===== src/rtl/freq_meter_recip.sv =====
// Reciprocal frequency meter: counts whole sig_in periods and sys_clk cycles over a gate aligned to sig_in rising edges.
// Optional macro FREQ_METER_SYNC_EN inserts a 2-flop synchronizer ahead of the edge detector for asynchronous sig_in.
module freq_meter_recip #(
  parameter int              CNT_W          = 32,
  parameter longint unsigned GATE_CYCLES    = 200_000_000,
  parameter longint unsigned TIMEOUT_CYCLES = 400_000_000,
  parameter bit              CONTINUOUS     = 1'b1
) (
  input  logic             sys_clk,
  input  logic             rst_n,
  input  logic             sig_in,
  input  logic             start,
  input  logic             meas_ready,
  output logic             meas_valid,
  output logic [CNT_W-1:0] sig_cnt,
  output logic [CNT_W-1:0] ref_cnt,
  output logic             ovf,
  output logic             timeout,
  output logic             busy
);

  typedef enum logic [1:0] {IDLE, ARM, GATE, HOLD} state_t;

  localparam logic [CNT_W:0]   GATE_LIM  = GATE_CYCLES[CNT_W:0];
  localparam logic [CNT_W:0]   TO_LIM    = TIMEOUT_CYCLES[CNT_W:0];
  localparam logic [CNT_W:0]   TOTAL_LIM = GATE_LIM + TO_LIM;
  localparam logic [CNT_W-1:0] CNT_MAX   = '1;

  state_t           state;
  logic             sig_src;
  logic             d0, d1;
  logic             sig_edge;
  logic [CNT_W:0]   timer;
  logic [CNT_W:0]   timer_nxt;
  logic [CNT_W-1:0] acc_sig, acc_ref;
  logic [CNT_W-1:0] sig_nxt, ref_nxt;
  logic             acc_ovf, ovf_nxt;

`ifdef FREQ_METER_SYNC_EN
  logic sync1, sync2;

  always_ff @(posedge sys_clk) begin
    if (!rst_n) begin
      sync1 <= 1'b0;
      sync2 <= 1'b0;
    end else begin
      sync1 <= sig_in;
      sync2 <= sync1;
    end
  end

  assign sig_src = sync2;
`else
  assign sig_src = sig_in;
`endif

  assign sig_edge = d0 & ~d1;

  // Timer runs at CNT_W+1 bits so it keeps measuring elapsed gate time after ref_cnt saturates.
  // NOTE: every signal written in always_comb gets a default first, so no path can infer a latch.
  always_comb begin
    timer_nxt = timer + (CNT_W + 1)'(1);
    ref_nxt   = acc_ref;
    sig_nxt   = acc_sig;
    ovf_nxt   = acc_ovf;
    if (acc_ref == CNT_MAX) ovf_nxt = 1'b1;
    else                    ref_nxt = acc_ref + CNT_W'(1);
    if (sig_edge) begin
      if (acc_sig == CNT_MAX) ovf_nxt = 1'b1;
      else                    sig_nxt = acc_sig + CNT_W'(1);
    end
  end

  // NOTE: all state is updated with non-blocking assignments so every flop samples pre-edge values.
  always_ff @(posedge sys_clk) begin
    if (!rst_n) begin
      state      <= IDLE;
      d0         <= 1'b0;
      d1         <= 1'b0;
      timer      <= '0;
      acc_sig    <= '0;
      acc_ref    <= '0;
      acc_ovf    <= 1'b0;
      meas_valid <= 1'b0;
      sig_cnt    <= '0;
      ref_cnt    <= '0;
      ovf        <= 1'b0;
      timeout    <= 1'b0;
      busy       <= 1'b0;
    end else begin
      d0 <= sig_src;
      d1 <= d0;
      unique case (state)
        IDLE: if (CONTINUOUS || start) begin
          state <= ARM;
          timer <= '0;
          busy  <= 1'b1;
        end
        ARM: if (sig_edge) begin
          // An edge coinciding with the ARM timeout still opens the gate.
          state   <= GATE;
          timer   <= '0;
          acc_sig <= '0;
          acc_ref <= '0;
          acc_ovf <= 1'b0;
        end else if (timer_nxt >= TO_LIM) begin
          state      <= HOLD;
          busy       <= 1'b0;
          meas_valid <= 1'b1;
          sig_cnt    <= '0;
          ref_cnt    <= '0;
          ovf        <= 1'b0;
          timeout    <= 1'b1;
        end else begin
          timer <= timer_nxt;
        end
        GATE: begin
          timer   <= timer_nxt;
          acc_sig <= sig_nxt;
          acc_ref <= ref_nxt;
          acc_ovf <= ovf_nxt;
          // Close is tested first so it beats a timeout falling on the same cycle.
          if ((sig_edge && timer_nxt >= GATE_LIM) || timer_nxt >= TOTAL_LIM) begin
            state      <= HOLD;
            busy       <= 1'b0;
            meas_valid <= 1'b1;
            sig_cnt    <= sig_nxt;
            ref_cnt    <= ref_nxt;
            ovf        <= ovf_nxt;
            timeout    <= !(sig_edge && timer_nxt >= GATE_LIM);
          end
        end
        HOLD: if (meas_ready) begin
          meas_valid <= 1'b0;
          timer      <= '0;
          state      <= CONTINUOUS ? ARM : IDLE;
          busy       <= CONTINUOUS;
        end
        default: state <= IDLE;
      endcase
    end
  end

endmodule


===== config.mk =====
export PLATFORM = sky130hd
export DESIGN_NAME = freq_meter_recip
export DESIGN_NICKNAME = d
export VERILOG_FILES = /design/src/rtl/freq_meter_recip.sv
export SDC_FILE = /design/constraint.sdc
export NUM_CORES = 1
export LEC_CHECK = 0
export CAP_MARGIN = 40
export CORE_ASPECT_RATIO = 1.75
export CORE_MARGIN = 10
export CORE_UTILIZATION = 45
export CTS_CLUSTER_DIAMETER = 60
export CTS_CLUSTER_SIZE = 12
export DETAILED_ROUTE_END_ITERATION = 10
export PLACE_DENSITY = 0.67
export RECOVER_POWER = 25
export SLEW_MARGIN = 15
export SYNTH_ARGS = -nofsm -noshare
export SYNTH_HDL_FRONTEND = slang
export SYNTH_SLANG_ARGS = --single-unit

===== constraint.sdc =====
create_clock -name sys_clk -period 3.7 [get_ports sys_clk]
set_clock_uncertainty 0.15 [all_clocks]
set_input_delay 0.555 -clock sys_clk [delete_from_list [all_inputs] [get_ports sys_clk]]
set_output_delay 0.555 -clock sys_clk [all_outputs]
set_load 0.005 [all_outputs]

Yosys cells after proc, flatten, opt, wreduce, memory -nomap -nowiden:

Cells that the tools add are included.
Widths: inputs -> output; s select.

* flip-flop bits (word level): 170
* output and inout port bits: 68
* word-level logic and storage cells: 85

* add/subtract/negate cells: 3
* $lt $le $gt $ge: 3
* eq/ne operators: 12
* multiplexer cells: 40
* bitwise logic cells: 2
* reduce and logical (&&, ||, !) cells: 12

Operators by type and width (number)
* $mux 32: 8
* $pmux 32 s2: 4
* $pmux 33 s4: 1
* $mux 33: 3
* $add 32x1->32 const B: 2
* $eq 32x32->1 const B: 2
* $add 33x1->33 const B: 1
* $ge 33x28->1 const B: 1
* $ge 33x29->1 const B: 1
* $ge 33x30->1 const B: 1
* $mux 1: 14
* $ne 2x2->1 const B: 5
* $mux 2: 4
* $pmux 2 s4: 1
* $reduce_and 4->1: 2
* $ne 3x3->1 const B: 2
* $pmux 1 s2: 3
* $reduce_and 5->1: 1
* $eq 2x2->1 const B: 2
* $pmux 1 s4: 1
* $reduce_and 2->1: 2
* $pmux 1 s3: 1
* $reduce_and 3->1: 1
* $reduce_bool 3->1: 1
* other kinds (8): 8

Logic depth before layout (Yosys ltp):

Gate-level depths: netlist of run 1.

* depth after elaboration: 6
* mapped depth: 14
* gate-level depth less buffers: 10

Worst setup path before layout of run 1:

Ideal clock, no wire load.

* path kind: register to register
* from: register timer[0]
* to: register sig_cnt[24]
* setup time: 0.123 ns
* arrival: 3.123 ns
* data required time: 3.427 ns
* slack: 0.304 ns
* cell stages (with the launch flop): 13
* buffers on the path: 3
* period minus slack after synthesis: 3.396 ns
* cells stage by stage: dfxtp_1 nand4_1 or4_1 buf_2 buf_2 xnor2_1 nor4_1 o2111ai_1 a311oi_2 o211ai_4 nand3_1 buf_4 mux2_1

* word-level cells in the longest chain between the ends: 6

Ends and longest elaborated chain
* start, declared: line 33 `logic [CNT_W:0] timer;`
* start signal, assigned: line 115 `timer <= timer_nxt;`
* start signal, assigned: line 118 `timer <= timer_nxt;`
* $add 33x1->33 *: line 62 `timer_nxt = timer + (CNT_W + 1)'(1);`
* $ge 33x28->1: line 123 `if ((sig_edge && timer_nxt >= GATE_LIM) || timer_nxt >= TOTAL_LIM) begin`
* $logic_and 1x1->1: line 123
* $logic_or 1x1->1: line 123
* $ne 2x2->1 (no line)
* $reduce_and 4->1 (no line) *
* end signal, assigned: line 127 `sig_cnt <= sig_nxt;`
* end, declared: line 15 `output logic [CNT_W-1:0] sig_cnt,`

Every way passes the cells marked *; elsewhere a longest branch is shown, timed or not.
A chain may end at the register's enable or synchronous reset.

Final worst setup path of run 1:

* from: register timer[5]
* to: register sig_cnt[22]

Same word-level chain as after synthesis.

==> qor.csv, run 1 <==
metric,value,unit
outcome,"complete, no violations",
yosysWarnings,0,
layout_min_cycle_time,3.531,ns
r2r_start,timer[5],
cp-start-kind,register,
syn_avg_cell_area,8.166,um^2
synth_ff_type,dfxtp_1,
dp_hpwl,18.97,mm
die_h,209.7,um
crit-reg2reg-capture,sig_cnt[22],
end_kind,register,
reg2reg_depth,11,
slew_headroom,43.15,%
drive_gt1_share,9.776,%
syn_inst,1133,
rsz0062_at_grt,no,
dr.first_iter.drc_count,534,
fin_crit_sh,95.43,%
multi_input_area,0.005456,mm^2
start_util,45.61,%
fillerInstances,1861,
stdcell_count,1455,
power.leakage,0.004032,uW
clockBufferDepth,2,
ctsHoldBuffers,0,
setup_tns,0,ns
grt_pass1_wl,44.08,mm
cts_tree,done,
io_buffers,71,
nNetsFinal,1207,
ioPinCount,73,
die_area,0.02692,mm^2
tightestPinTransition,0.8528,ns
design_power_total,5520,uW
clockRootBuffer,clkbuf_16,
grt_overflow,0,
worstHoldStart,ref_cnt[22],
peakVddDrop,0.4533,mV
cp_max_fo,14,
netlist_area,0.009253,mm^2
grt_max_degree,84,
gr-usage-all-layers,19.97,%
yosys.area.top_type_share,36.78,%
clock_latency,0.44,ns
holdCritPathClass,reg -> reg,
syn_nets,1146,
antenna_found_initial,0,
slew_viol_final,0,
clkTransAtPathRegs,0.07,ns
dp_cells,1423,
yosysSeqAreaShare,36.78,%
p_per_area,497.7,mW/mm^2
areaGrowthSynthToFinish,19.88,%
num_vias,8779,
numCtsBuffers,17,
dr.pass1.iters,5,
worstPathArrival,3.77,ns
maxCapViolCount,0,
dieWidth,128.4,um
drc,0,
cts.sinks,170,
wl,27.12,mm
detail-route-antenna-nets,0,
n_antenna_cell,0,
synth-seq-cells,170,
first_global_vias,8751,
wl_per_cell,18.64,um
synth-edff-count,0,
cp.required,3.94,ns
ff_latch_area,0.003406,mm^2
synthArstFlopShare,0,%
synth_area_leaders,"dfxtp_1 (37%), nand2_1 (5.5%), a21oi_1 (4.0%), nor2_1 (3.8%), xor2_1 (3.5%)",
hold_path_depth,1,
place_congestion,0.9733,
final_core_util,54.67,%
synth_cell_types,73,
placementRows,69,
htree_levels,4,
reg2reg_slack,0.17,ns
detail_route.vias_per_cell,6.034,
max_clock_freq,0.2832,GHz
hold_end,ref_cnt[22],
path_class,reg -> reg,
core,0.02029,mm^2
setup_viol,0,
synth_top_cell_by_area,dfxtp_1,
hold_viol_final,0,
-- worst max-delay path by stage --
stage / startpoint / to / cells past startpoint
after floorplan: timer[0] / sig_cnt[24] / 12
after global placement: timer[5] / timer[16] / 10
after detailed placement: timer[5] / timer[16] / 10
after CTS: timer[5] / timer[16] / 10
after global routing: timer[5] / sig_cnt[22] / 11
final: timer[5] / sig_cnt[22] / 11
-- what timing repair did --
item,CTS,global route
resized for setup,0,11
endpoints found under the setup margin,0,85
buffers inserted,0,0
-- stage by stage --
step	hold WS, ns	instance area [um^2]	setup WS (ns)
CTS	0.3147	11040	0.02992
finish	0.3055	11090	0.1691
global placement	0.2963	10380	0.1089
floorplan	0.2957	9253	0.3040
detailed placement	0.2953	10380	0.05930
global route	0.3263	11090	0.003873
-- critical path, cell delays in order (launching register included) --
cell,delay [ns]
dfxtp_1,0.43
nand4_2,0.20
buf_4,0.23
or4_1,0.60
o32a_1,0.32
o32ai_1,0.23
o311a_1,0.27
a2111oi_4,0.10
or2_2,0.38
nor3_2,0.20
buf_12,0.20
a22o_1,0.15
-- flip-flops by register name (all words and copies together) (netlist names) --
register / flops
busy: 1
timer: 33
acc_ref: 32
d1: 1
sig_cnt: 32
meas_valid: 1
ref_cnt: 32
d0: 1
acc_sig: 32
timeout: 1
ovf: 1
acc_ovf: 1
state: 2
-- cells in the final DEF (no fill, tap or decap), types with 28 or more instances in the layout --
cell	Yosys	layout
dlygate4sd3_1	0	57
a21oi_1	74	74
o311ai_0	29	28
xnor2_1	29	29
o2bb2ai_1	31	31
dfxtp_1	170	168
nand2_1	135	135
buf_4	3	52
nand3_1	64	64
nor3_1	34	33
o21ai_0	39	39
xor2_1	37	35
nor2_1	94	94
-- synthesized netlist by cell type, drive strengths merged, types with 4 or more instances --
| library cell | number |
|---|---|
| a21oi | 74 |
| nor3 | 36 |
| a22o | 18 |
| and2 | 7 |
| o2bb2ai | 31 |
| nor2b | 9 |
| o211ai | 5 |
| a22oi | 6 |
| clkbuf | 63 |
| buf | 23 |
| a311oi | 4 |
| inv | 17 |
| xor2 | 37 |
| dfxtp | 170 |
| a21o | 9 |
| nand3 | 65 |
| nand4 | 30 |
| ha | 8 |
| mux2i | 20 |
| o311ai | 29 |
| a41oi | 4 |
| xnor2 | 29 |
| nor4 | 19 |
| a31oi | 8 |
| o21a | 7 |
| nand2 | 135 |
| nor2 | 95 |
| or4 | 9 |
| o21ai | 45 |
| nand2b | 5 |
| o31ai | 5 |
| and4 | 12 |
| o41ai | 17 |
| and3 | 19 |
| nand3b | 7 |
| or3 | 22 |
-- power by group --
group          switching (uW)  internal [uW]  leakage, uW
logic                    1100            505      0.00234
clock network             763           1250     0.000325
registers                32.0           1870      0.00137
total                    1890           3630      0.00403
-- final cells by class --
class	count	share of cell area, %
tap	248	2.798
clock buffer	22	4.275
multi-input combinational	860	49.19
clock inverter	10	1.681
timing repair buffer	128	10.77
sequential	170	30.71
inverter	17	0.5753
-- cells by family (layout without fill, tap and decap cells) --
logic type               Yosys count  after routing  synth area share [%]
AND/OR/NAND/NOR                  480            480                 26.65
AO/OA/AOI/OAI                    285            285                 22.10
flip-flops                       170            170                 36.78
buffers and inverters            103            177                 4.855
XOR/XNOR                          66             66                 6.247
multiplexers                      21             21                 2.285
adder cells (fa/ha/maj)            8              8                 1.082
-- routing by layer --
| layer | share of wire [%] | global-route usage, % | wire (um) |
|---|---|---|---|
| met1 | 39 | 21.18 | 10680 |
| met2 | 53 | 35.12 | 14250 |
| met3 | 3.5 | 3.735 | 958 |
| met4 | 4.6 | 12.39 | 1235 |
| met5 | 0 | 0 | 0 |
No activity file was read; power rests on OpenSTA's default activity.
==> run 2: changes to the inputs <==
--- a/config.mk
+++ b/config.mk
@@ -12,6 +12,7 @@
 export CTS_CLUSTER_DIAMETER = 60
 export CTS_CLUSTER_SIZE = 12
 export DETAILED_ROUTE_END_ITERATION = 10
+export MAX_ROUTING_LAYER = met4
 export PLACE_DENSITY = 0.67
 export RECOVER_POWER = 25
 export SLEW_MARGIN = 15
==> qor.csv, run 2 (same netlist as run 1, synthesis figures left out) <==
metric,value,unit,change
timing.hold.ws,0.3044,ns,-0.001139 ns
mostFrequentLayoutCell,dfxtp_1,,
path_class,reg -> reg,,
slew_viol_final,0,,unchanged
outcome,"complete, no violations",,
peakVddDrop,0.3341,mV,-26%
dr.first_iter.drc_count,710,,+33%
antenna_found_initial,0,,unchanged
setup_tns,0,ns,unchanged
hold_viol_final,0,,unchanged
grt_pass1_wl,44.73,mm,+1.5%
die_area,0.02692,mm^2,unchanged
p_per_area,487.7,mW/mm^2,-2.0%
final_core_util,54.42,%,-0.25 points
cts.sinks,170,,unchanged
regMostFlops,timer,,
clock_latency,0.44,ns,about the same
gr-usage-all-layers,20.77,%,+0.79 points
worst_slack,0.1795,ns,+0.01037 ns
dp_hpwl,18.92,mm,-0.27%
die_h,209.7,um,unchanged
worstPathArrival,3.70,ns,-0.07 ns
fin_area,0.01104,mm^2,-0.46%
grt_max_degree,84,,unchanged
setup_viol,0,,unchanged
areaGrowthSynthToFinish,19.32,%,
ctsHoldBuffers,0,,unchanged
max_clock_freq,0.2841,GHz,+0.29%
place_ws,0.04057,ns,-0.01873 ns
mostFrequentLayoutCells,"dfxtp_1 (168), nand2_1 (135), nor2_1 (94)",,
placementRows,69,,unchanged
clkTransAtPathRegs,0.07,ns,about the same
start_util,45.61,%,unchanged
core,0.02029,mm^2,unchanged
maxCapViolCount,0,,unchanged
cts_setup_buffers,0,,unchanged
detail-route-antenna-nets,0,,unchanged
cp.required,3.88,ns,-0.06 ns
htree_levels,4,,unchanged
dpl-instance-area,0.01039,mm^2,about the same
first_global_vias,8709,,-0.48%
tightestPinTransition,0.8590,ns,+0.006247 ns
dr.pass1.iters,5,,unchanged
wl,27.24,mm,+0.42%
io_buffers,71,,unchanged
num_vias,8795,,+0.18%
dieWidth,128.4,um,unchanged
n_antenna_cell,0,,unchanged
drc,0,,unchanged
detail_route.vias_per_cell,6.057,,+0.39%
holdCritPathClass,reg -> reg,,
wl_per_cell,18.76,um,+0.62%
clockBufferDepth,2,,unchanged
cts_tree,done,,
nNetsFinal,1204,,-0.25%
cp-start-kind,register,,
cp_max_fo,29,,+15
ioPinCount,73,,unchanged
place_congestion,1.012,,+4.0%
drive_gt1_share,9.468,%,-0.31 points
slew_headroom,42.73,%,-0.42 points
largest_reg_flops,33,,unchanged
clockRootBuffer,clkbuf_16,,
ctsResizeCount,0,,unchanged
layout_min_cycle_time,3.520,ns,-0.01037 ns
numCtsBuffers,17,,unchanged
grt_overflow,0,,unchanged
power.leakage,0.004004,uW,-0.68%
end_kind,register,,
fin_crit_sh,95.15,%,-0.28 points
-- run 2: changes by cell type in the layout (fill, tap and decap cells not counted), sizes merged --
cell and change:
buf -2, clkinvlp +2, clkbuf -1, bufinv -2, inv -1, clkinv +1
-- run 2: cell type report --
class	count	area, um^2
Sequential cell	170	3406
Timing Repair Buffer	125	1202
Fill cell	1938	9248
Tap cell	248	310.3
Clock inverter	10	141.4
Inverter	17	63.81
Clock buffer	22	474.2
Multi-Input combinational cell	860	5443
-- run 2: report_power, final --
group          leakage, uW  total [uW]  switching [uW]  internal [uW]
Clock             0.000296        1890             771           1120
Combinational      0.00234        1600            1090            504
Sequential         0.00137        1900            31.7           1870
-- run 2: final timing paths --
check,start,endpoint,slack (ns),cells past startpoint
max,timer[5],timer[5],0.18,10
min,sig_cnt[21],sig_cnt[21],0.30,1
max reg2reg,timer[5],timer[5],0.18,10
min reg2reg,sig_cnt[21],sig_cnt[21],0.30,1
-- run 2: routing by layer --
layer	share of wire (%)	track usage, %
met1	40	22.38
met2	54	36.05
met3	3.2	3.053
met4	3.0	10.17
met5	0	-
-- run 2: metrics by stage --
step / total power [uW] / instances
final: 5385 / 1452
after global routing: 5618 / 1452
after CTS: 5420 / 1452
after detailed placement: 3537 / 1420
after global placement: 3512 / 1419
after floorplan: 2993 / 1133
-- run 2: worst max-delay path: stages, from the launching register on --
cell and delay [ns]:
dfxtp_1 0.43, nand4_2 0.21, or4_4 0.66, o31a_1 0.32, o221a_1 0.28, o311a_1 0.17
nand2_1 0.10, a21oi_1 0.11, or3_1 0.45, buf_12 0.19, o41ai_1 0.32
